$ cat src/rtl/output_classifier.sv
// Output layer: snapshots layer 2 activations, runs N_OUT bias+MAC neurons from a serial
// bias/weight stream, and tracks a running argmax over the saturated int8 scores.
module output_classifier #(
   parameter int unsigned N_IN  = 32,
   parameter int unsigned N_OUT = 10,
   parameter int unsigned ACC_W = 24,
   parameter int unsigned SHIFT = 7
) (
   input  logic                       clk,
   input  logic                       rst_n,
   input  logic                       start,
   input  logic [8*N_IN-1:0]          reg_layer2,
   input  logic [7:0]                 in_data,
   input  logic                       in_valid,
   output logic                       in_ready,
   output logic [8*N_OUT-1:0]         scores,
   output logic [$clog2(N_OUT)-1:0]   class_idx,
   output logic [7:0]                 class_score,
   output logic                       busy,
   output logic                       done,
   output logic                       result_valid
);

   localparam int unsigned IDX_W = $clog2(N_OUT);
   localparam int unsigned I_W   = $clog2(N_IN);

   localparam logic [1:0] ST_IDLE  = 2'd0;
   localparam logic [1:0] ST_BIAS  = 2'd1;
   localparam logic [1:0] ST_MAC   = 2'd2;
   localparam logic [1:0] ST_STORE = 2'd3;

   localparam logic [I_W-1:0]   LAST_I = I_W'(N_IN - 1);
   localparam logic [IDX_W-1:0] LAST_K = IDX_W'(N_OUT - 1);

   localparam logic signed [ACC_W-1:0] SAT_MAX = ACC_W'(127);
   localparam logic signed [ACC_W-1:0] SAT_MIN = ACC_W'(-128);
   // One below the smallest int8, so neuron 0 always takes the lead.
   localparam logic signed [8:0] BEST_INIT = -9'sd129;

   logic [1:0]               state_q, state_d;
   logic [8*N_IN-1:0]        x_q, x_d;
   logic signed [ACC_W-1:0]  acc_q, acc_d;
   logic [I_W-1:0]           i_q, i_d;
   logic [IDX_W-1:0]         k_q, k_d;
   logic [8*N_OUT-1:0]       scores_q, scores_d;
   logic [IDX_W-1:0]         class_idx_q, class_idx_d;
   logic [7:0]               class_score_q, class_score_d;
   logic signed [8:0]        best_q, best_d;
   logic                     done_q, done_d;
   logic                     result_valid_q, result_valid_d;

   logic signed [7:0]        x_sel;
   logic signed [7:0]        w_in;
   logic signed [15:0]       prod;
   logic signed [ACC_W-1:0]  prod_ext;
   logic signed [ACC_W-1:0]  bias_ext;
   logic signed [ACC_W-1:0]  acc_shr;
   logic signed [7:0]        sat;
   logic signed [8:0]        sat_ext;

   // Datapath: product of the current activation and weight beat, plus the store-time
   // floor shift and int8 clamp.
   always_comb begin
      x_sel    = x_q[8*i_q +: 8];
      w_in     = in_data;
      prod     = x_sel * w_in;
      prod_ext = {{(ACC_W-16){prod[15]}}, prod};
      bias_ext = {{(ACC_W-8){in_data[7]}}, in_data};
      acc_shr  = acc_q >>> SHIFT;
      if (acc_shr > SAT_MAX) begin
         sat = 8'sd127;
      end else if (acc_shr < SAT_MIN) begin
         sat = -8'sd128;
      end else begin
         sat = acc_shr[7:0];
      end
      sat_ext = {sat[7], sat};
   end

   always_comb begin
      state_d        = state_q;
      x_d            = x_q;
      acc_d          = acc_q;
      i_d            = i_q;
      k_d            = k_q;
      scores_d       = scores_q;
      class_idx_d    = class_idx_q;
      class_score_d  = class_score_q;
      best_d         = best_q;
      done_d         = 1'b0;
      result_valid_d = result_valid_q;

      case (state_q)
         ST_IDLE: begin
            if (start) begin
               x_d            = reg_layer2;
               k_d            = '0;
               i_d            = '0;
               result_valid_d = 1'b0;
               best_d         = BEST_INIT;
               state_d        = ST_BIAS;
            end
         end
         ST_BIAS: begin
            if (in_valid) begin
               acc_d   = bias_ext;
               i_d     = '0;
               state_d = ST_MAC;
            end
         end
         ST_MAC: begin
            if (in_valid) begin
               acc_d = acc_q + prod_ext;
               i_d   = i_q + I_W'(1);
               if (i_q == LAST_I) begin
                  state_d = ST_STORE;
               end
            end
         end
         ST_STORE: begin
            scores_d[8*k_q +: 8] = sat;
            // Strict compare keeps the lower index on ties.
            if (sat_ext > best_q) begin
               best_d        = sat_ext;
               class_idx_d   = k_q;
               class_score_d = sat;
            end
            if (k_q == LAST_K) begin
               done_d         = 1'b1;
               result_valid_d = 1'b1;
               state_d        = ST_IDLE;
            end else begin
               k_d     = k_q + IDX_W'(1);
               state_d = ST_BIAS;
            end
         end
         default: begin
            state_d = ST_IDLE;
         end
      endcase
   end

   always_ff @(posedge clk or negedge rst_n) begin
      if (!rst_n) begin
         state_q        <= ST_IDLE;
         x_q            <= '0;
         acc_q          <= '0;
         i_q            <= '0;
         k_q            <= '0;
         scores_q       <= '0;
         class_idx_q    <= '0;
         class_score_q  <= '0;
         best_q         <= BEST_INIT;
         done_q         <= 1'b0;
         result_valid_q <= 1'b0;
      end else begin
         state_q        <= state_d;
         x_q            <= x_d;
         acc_q          <= acc_d;
         i_q            <= i_d;
         k_q            <= k_d;
         scores_q       <= scores_d;
         class_idx_q    <= class_idx_d;
         class_score_q  <= class_score_d;
         best_q         <= best_d;
         done_q         <= done_d;
         result_valid_q <= result_valid_d;
      end
   end

   assign in_ready     = (state_q == ST_BIAS) || (state_q == ST_MAC);
   assign busy         = (state_q != ST_IDLE);
   assign scores       = scores_q;
   assign class_idx    = class_idx_q;
   assign class_score  = class_score_q;
   assign done         = done_q;
   assign result_valid = result_valid_q;

endmodule

$ cat config.mk
export PLATFORM = sky130hd
export DESIGN_NAME = output_classifier
export DESIGN_NICKNAME = d
export VERILOG_FILES = /design/src/rtl/output_classifier.sv
export SDC_FILE = /design/constraint.sdc
export NUM_CORES = 1
export LEC_CHECK = 0
export ABC_AREA = 1
export BUFFER_PORTS_ARGS = -buffer_cell sky130_fd_sc_hd__buf_2
export CORE_ASPECT_RATIO = 1.1
export CORE_MARGIN = 4
export CORE_UTILIZATION = 40
export DETAILED_ROUTE_END_ITERATION = 12
export GPL_ROUTABILITY_DRIVEN = 0
export REMOVE_ABC_BUFFERS = 1
export SLEW_MARGIN = 20
export SYNTH_ARGS = -nofsm -noshare
export SYNTH_HDL_FRONTEND = slang
export SYNTH_SLANG_ARGS = --single-unit
$ cat constraint.sdc
create_clock -name clk -period 9.53 [get_ports clk]
set_input_delay 0.953 -clock clk [delete_from_list [all_inputs] [get_ports clk]]
set_output_delay 0.953 -clock clk [all_outputs]
set_load 0.005 [all_outputs]
# Word level (Yosys, flattened, before mapping)
# Index checks and enable logic that the tools add are counted.
# word_totals
regBits,394
inputBits,268
out_inout_bits,96
word_cells,75
# classes
n_addsub,4
multipliers,1
order_cmp,3
eq_ne,12
shift,3
mux,27
reduce_logical,14
# ops
cell,n
256-bit by 9-bit variable part select with 8-bit output,1
80-bit bitwise mux,1
"8-bit by 34-bit variable shift with 80-bit output, first input constant",1
8-bit by 34-bit variable part select with 80-bit output,1
24-bit two-way mux,2
24-bit case mux with 2 select lines,1
7-bit negation with 34-bit output,1
24-bit by 16-bit adder with 24-bit output,1
9-bit two-way mux,2
9-bit case mux with 2 select lines,1
"17-bit by 8-bit > comparator with 1-bit output, second input constant",1
"17-bit by 8-bit less-than comparator with 1-bit output, second input constant",1
8-bit by 8-bit multiplier with 16-bit output,1
8-bit two-way mux,2
5-bit two-way mux,3
5-bit case mux with 3 select lines,1
"2-bit inequality test, second input constant",7
3-bit AND reduction,4
8-bit by 9-bit > comparator with 1-bit output,1
2-bit two-way mux,4
4-bit two-way mux,2
2-bit case mux with 4 select lines,1
4-bit case mux with 2 select lines,1
4-bit AND reduction,2
other kinds (13),21

# Depth between registers and ports, before layout
# Gate-level depths: netlist (run 1).
# depth
depth_word,6
mapped_depth,32
mapped_depth_nobuf,30

# Least setup slack after synthesis (run 1)
# Ideal clock, no wire load.
# synth_timing
path_kind,reg-to-reg
from,register i_q[0]
to,register acc_q[14]
setup_time_ns,0.124
arrival_time_ns,6.039
t_required_ns,9.406
setup_slack_ns,3.367
path_stages_with_launch,23
path_buffers,2
synth_period_minus_slack_ns,6.163
path_cell_list,dfrtp_1 inv_1 buf_6 buf_2 nor2_1 o211ai_1 nand3_1 nand3_1 nand2_2 nor2_1 fa_1 fa_1 fa_1 fa_1 ha_1 ha_1 a21oi_1 o21ai_0 inv_1 nand2_1 or2_2 nand3_1 a21oi_1
# synth_via
elab_chain_cells,5
# synth_rtl
element,line,text
"start, declared",43,"logic [I_W-1:0] i_q, i_d;"
"start signal, assigned",160,i_q <= i_d;
256-bit by 9-bit variable part select with 8-bit output,64,x_sel = x_q[8*i_q +: 8];
8-bit by 8-bit multiplier with 16-bit output,66,prod = x_sel * w_in;
24-bit by 16-bit adder with 24-bit output,113,acc_d = acc_q + prod_ext;
24-bit two-way mux,112,if (in_valid) begin
24-bit case mux with 2 select lines,93,case (state_q)
"end signal, assigned",147,acc_q <= '0;
"end signal, assigned",159,acc_q <= acc_d;
"end, declared",42,"logic signed [ACC_W-1:0] acc_q, acc_d;"
# Every way passes these cells. The select of a mux whose other input is x is not followed.
# A chain may end at the register's enable or synchronous reset.

# Worst setup path in the final report (run 1)
# Ends and elaborated chain as after synthesis.

==> results of run 1 <==
==> metal layers <==
metal	up-vias	GRT usage, %
li1	8275	-
met2	564	35.95
met4	56	5.877
met5	-	0
met1	8739	26.93
met3	176	7.349
==> cell type report <==
| cell class | instances | area, µm² | area share, % |
|---|---|---|---|
| sequential | 394 | 9874 | 37.44 |
| clock inverter | 10 | 170.2 | 0.6452 |
| multi-input combinational | 1584 | 11250 | 42.66 |
| antenna | 13 | 32.53 | 0.1234 |
| inverter | 199 | 752.0 | 2.851 |
| tap | 736 | 920.9 | 3.492 |
| clock buffer | 70 | 1390 | 5.271 |
| timing repair buffer | 380 | 1983 | 7.520 |
==> registers in the layout, indices dropped and copies added, names as in the netlist <==
| name | count |
|---|---|
| class_idx | 4 |
| state_q | 2 |
| scores | 80 |
| i_q | 5 |
| x_q | 256 |
| result_valid | 1 |
| acc_q | 24 |
| class_score | 8 |
| best_q | 9 |
| k_q | 4 |
| done | 1 |
==> worst paths after layout <==
path / from / slack [ns] / endpoint / cells after the start
worst max-delay path: i_q[0] / 2.08 / acc_q[14] / 24
worst min-delay path: rst_n / 0.43 / scores[48] / 1
worst max register to register: i_q[0] / 2.08 / acc_q[14] / 24
worst min register to register: best_q[3] / 0.46 / best_q[3] / 2
max in group asynchronous: rst_n / 7.14 / x_q[194] / 3
min in group clk: best_q[3] / 0.46 / best_q[3] / 2
==> per-stage QoR <==
stage	utilization, %	setup WS (ns)
floorplan	-	0.4148
detailed placement	44.90	2.080
finish	47.80	2.082
global placement	44.89	2.168
global route	47.76	1.536
CTS	47.73	2.052
==> layout by cell type, fill, tap and decap left out, types with 3 or more instances in the layout <==
master / instances
a21oi_1: 55
dfrtp_1: 384
nand3_1: 106
clkbuf_1: 8
or2_0: 3
bufinv_16: 3
fa_1: 104
nor2_1: 250
nand2_1: 349
nor2_2: 7
mux2_2: 257
a31oi_1: 3
clkbuf_8: 17
o21ai_1: 19
nor3_1: 7
buf_4: 14
clkbuf_16: 45
xor2_1: 5
inv_2: 8
nand3b_1: 7
inv_1: 187
diode_2: 13
nand2_2: 9
o22ai_1: 33
nor3_2: 3
o21ai_0: 207
xnor2_1: 4
o211ai_1: 37
nand4_1: 24
buf_2: 362
dfstp_2: 8
ha_1: 75
==> worst max-delay path: cells and delay by family, from the launching register on <==
| family | cells | cell delay (ns) |
|---|---|---|
| AO/OA/AOI/OAI | 3 | 0.40 |
| adder cells (fa/ha/maj) | 6 | 2.88 |
| buffers and inverters | 3 | 0.91 |
| flip-flops | 1 | 0.78 |
| AND/OR/NAND/NOR | 12 | 2.23 |
==> kinds of logic after synthesis <==
group	share of synthesized area, %
AND/OR/NAND/NOR	14.34
flip-flops	44.07
AO/OA/AOI/OAI	9.045
buffers and inverters	5.788
multiplexers	12.92
adder cells (fa/ha/maj)	13.49
XOR/XNOR	0.3519
==> results.cfg, run 1 <==
[die]
rows = 90
die-area_um2 = 59850
core-area_um2 = 55180
io_pins = 364
start_util_pct = 40.59
die-height_um = 256.2
die_w_um = 233.6

[critical_path]
cpPeakStageDelay_ns = 0.82
path_cells = inv_4, o21ai_0, o211ai_1, nand3_1, nand3_1, nand2_2, nor2_2, inv_1, fa_1, inv_1, fa_1, fa_1, fa_1, fa_1, ha_1, nand2_1, nand3_1, nand2_1, nand2_1, nand2_1, nand2_1, or2_2, nand3_1, a21oi_1
worstPathRequired_ns = 9.96
critPathCaptureType = register
cp_slowest_cell = nor2_2
cp-start-kind = register
path_class = register to register
cp_max_fo = 85
critPathArrivalTime_ns = 7.88

[detailed_routing]
vias_per_cell = 5.260
wl_met3_um = 5420
wire_per_inst_um = 19.42
postRouteAntennaNets = 0
dr.pass1.iters = 5
m1WireLength_um = 26670
vias = 17810
drc = 0
dr.max_layer_used = met5
wl_met2_um = 31450
first_iter_violations = 1182
totalWireLength_um = 65750

[timing]
slew_viol_final = 0
slew-limit-headroom_pct = 29.49
hold_slack_ns = 0.4333
fmax_mhz = 134.3
fin_crit_ns = 7.448
min_period_over_period_pct = 78.15
hold_viol = 0
worst_pin_slew_ns = 1.058
finalSetupTns_ns = 0
rsz0062_at_grt = no
setup_viol = 0
fin_skew_ns = 0.01436

[logic_synthesis]
avgSynthCellArea_um2 = 9.793
synth.area.top_cells = dfrtp_1 (43%), mux2_2 (13%), fa_1 (9.3%)
synth_ff_type = dfrtp_1
yosysTopAreaCellShare_pct = 43.13
yosysUniqueCellTypes = 44
yosysMostFrequentCell = dfrtp_1
ys_warn_count = 0
syn-instance-count = 2287
synth-async-reset-ratio_pct = 100.0
yosysTopAreaCell = dfrtp_1
ys_seq_elements = 394
synth-seq-area-share_pct = 44.07
synth_area_um2 = 22400
synthTopCellsByCount = dfrtp_1 (386), nand2_1 (350), mux2_2 (257)
synth_edf_count = 0

[cts]
cts_root_buffer = clkbuf_16
insertion_delay_ns = 0.58
tritoncts = built
clk_pin_slew_worst_paths_ns = 0.06
ctsResizeCount = 0
clockBufferDepth = 3
numCtsBuffers = 44
ctsHoldBuffers = 0
numClockSinks = 394
post_cts_buffers = 0
htree_levels = 2

[job]
maxCapViolations = 0

[global_routing]
grtUsageTotal_pct = 21.62
grt_start_max_net_pins = 190
antenna_found_initial = 45
grt_pass1_vias = 18179
grt_pass1_wl_um = 102400
overflow = 0

[final_layout]
area_growth_pct = 17.75
drive_above_1_share_pct = 28.78
nets = 3050
fillers = 5307
design_area_um2 = 26370
instances_no_fill = 3386

[worst_hold_path]
worst_hold_path_type = primary input to async pin

[outcome]
status = completed

[placement]
dpl.hpwl_um = 48510
dp.cells = 3293
placedInstanceArea_um2 = 24780
portBuffers = 363
Power of run 1 is left out: the tool's default activity adds up to more than one toggle a clock period on the data nets, which glitch-free logic cannot reach.
==> inputs of run 2 (changes only) <==
--- a/config.mk
+++ b/config.mk
@@ -5,7 +5,7 @@
 export SDC_FILE = /design/constraint.sdc
 export NUM_CORES = 1
 export LEC_CHECK = 0
-export ABC_AREA = 1
+export ABC_AREA = 0
 export BUFFER_PORTS_ARGS = -buffer_cell sky130_fd_sc_hd__buf_2
 export CORE_ASPECT_RATIO = 1.1
 export CORE_MARGIN = 4
==> constraint.sdc (replaced) <==
create_clock -name clk -period 7.4 [get_ports clk]
set_input_delay 0.74 -clock clk [delete_from_list [all_inputs] [get_ports clk]]
set_output_delay 0.74 -clock clk [all_outputs]
set_load 0.005 [all_outputs]
==> results.cfg, run 2 <==
[outcome]
status = completed

[global_routing]
grtUsageTotal_pct = 18.33
antenna_found_initial = 29
grt_pass1_wl_um = 84950
overflow = 0
grt_start_max_net_pins = 195
grt_pass1_vias = 15347

[logic_synthesis]
synth-async-reset-ratio_pct = 100.0
yosysUniqueCellTypes = 59
synth-seq-area-share_pct = 45.11
ys_seq_elements = 394
yosysTopAreaCell = dfrtp_1
synth_area_um2 = 21880
synthTopCellsByCount = dfrtp_1 (386), mux2_2 (269), nand2_1 (154)
syn-instance-count = 1668
avgSynthCellArea_um2 = 13.12
ys_warn_count = 0
yosysMostFrequentCell = dfrtp_1
synth.area.top_cells = dfrtp_1 (44%), mux2_2 (14%), fa_1 (9.5%)
synth_edf_count = 0
synth_ff_type = dfrtp_1
yosysTopAreaCellShare_pct = 44.15

[final_layout]
seqCellArea_um2 = 9876
area_growth_pct = 19.03
nets = 2475
mostFrequentLayoutCells = dfrtp_1 (383), buf_2 (362), mux2_2 (269), nand2_1 (153), inv_1 (116)
top_register = x_q
largest_reg_flops = 256
layout_commonest_cell = dfrtp_1
drive_above_1_share_pct = 38.13
multi_input_area_um2 = 11190
fillers = 4889
instances_no_fill = 2798

[placement]
dp.cells = 2710
dp_slack_ns = 0.2019
portBuffers = 363
dpl.hpwl_um = 39940

[detailed_routing]
totalWireLength_um = 53680
vias_per_cell = 5.112
first_iter_violations = 867
vias = 14302
drc = 0
dr.pass1.iters = 5
postRouteAntennaNets = 0
wire_per_inst_um = 19.18

[die]
rows = 89
die-height_um = 253.3
core-area_um2 = 53900
die-area_um2 = 58510
io_pins = 364
start_util_pct = 40.59
die_w_um = 231.0

[timing]
fin_crit_ns = 7.014
worst_pin_slew_ns = 1.228
hold_slack_ns = 0.1751
setup_ws_ns = 0.3859
hold_viol = 0
rsz0062_at_grt = no
fmax_mhz = 142.6
slew-limit-headroom_pct = 18.15
fin_skew_ns = 0.02078
slew_viol_final = 0
min_period_over_period_pct = 94.79
setup_viol = 0

[critical_path]
cp_slowest_cell = dfrtp_4
worstSetupStartpoint = i_q[0]
cp_max_fo = 13
cp-start-kind = register
path_class = register to register
path_cells = buf_4, mux4_1, mux4_2, mux2i_4, nor2b_1, fa_1, inv_1, fa_1, inv_1, fa_1, fa_1, fa_1, ha_1, a21o_1, a311oi_1, nor4_1, o211ai_1, a21oi_1, or3_1, a31o_2
cpPeakStageDelay_ns = 0.60
worstPathRequired_ns = 7.86
reg2reg_depth = 20
timing.rr.end = acc_q[22]
cp_common_cell = fa_1
critPathArrivalTime_ns = 7.47
reg2reg_setup_slack_ns = 0.39
critPathCapture = acc_q[22]
reg2reg_from = i_q[0]
critPathCaptureType = register

[cts]
htree_levels = 2
tritoncts = built
cts_root_buffer = clkbuf_16
numClockSinks = 394
clockBufferDepth = 3
numCtsBuffers = 43
clk_pin_slew_worst_paths_ns = 0.06
insertion_delay_ns = 0.57

[job]
maxCapViolations = 0

[worst_hold_path]
worst_hold_path_type = primary input to async pin
## run 2: changes by cell type in the layout (fill, tap and decap cells not counted), sizes merged, moves of 78 or more
cell / delta
mux4: +80
inv: -78
nor2: -231
nand2: -205
nand3: -84
o21ai: -114
## run 2: cell families (layout without fill, tap and decap cells)
group | count (synthesis) | after routing | share of synthesized area [%]
buf+inv | 193 | 584 | 3.814
xor+xnor | 19 | 19 | 0.7606
compound gates | 207 | 207 | 5.559
simple gates | 301 | 301 | 6.417
flops | 394 | 394 | 45.11
mux | 375 | 375 | 24.53
fa+ha+maj | 179 | 179 | 13.81
other cells | 0 | 11 | 0
## run 2: worst max-delay path, delay by kind of cell, from the launching register on
kind,cells,cell delay [ns]
adder cells (fa/ha/maj),6,2.81
multiplexers,3,1.37
AO/OA/AOI/OAI,5,1.17
AND/OR/NAND/NOR,3,0.60
flip-flops,1,0.60
buffers and inverters,3,0.35
## run 2: stage by stage
stage	TNS (ns)	instance area (µm²)	util [%]
after floorplan	-16.77	21480	-
after global placement	0	24520	45.50
after detailed placement	0	24520	45.50
after CTS	0	26000	48.24
after global routing	0	26030	48.29
final	0	26040	48.32
## run 2: how the worst min path moves through the flow
stage          slack, ns        endpoint  cells past startpoint            from
2_1_floorplan       0.44        acc_q[0]                      0           rst_n
3_3_place_gp        0.46      scores[13]                      2      scores[13]
3_5_place_dp        0.46  class_score[0]                      2  class_score[0]
4_1_cts             0.18        x_q[111]                      1           rst_n
5_1_grt             0.22        x_q[226]                      1           rst_n
6_report            0.18        x_q[111]                      1           rst_n
## run 2: area by class of cell
| type | count | share of cell area [%] |
|---|---|---|
| sequential | 394 | 37.92 |
| inverter | 117 | 1.701 |
| multi-input combinational | 1081 | 42.99 |
| clock buffer | 62 | 4.910 |
| timing repair buffer | 391 | 8.110 |
| clock inverter | 14 | 0.7687 |
| tap | 728 | 3.498 |
| antenna | 11 | 0.1057 |
## run 2: timing repair
action,in CTS,in global routing
setup buffers,0,1
hold buffers,0,0
setup endpoints to repair,0,3
gates resized for setup,0,3
## run 2: per-layer routing
metal  vias to the layer above  GRT usage, %  share of wire, %
li1                       6635             -                 -
met2                       309         31.74                50
met5                         -             0              0.41
met3                       109         5.176               6.2
met1                      7215         22.87                41
met4                        34         4.451               2.2
Power of run 2 is left out for the same reason.
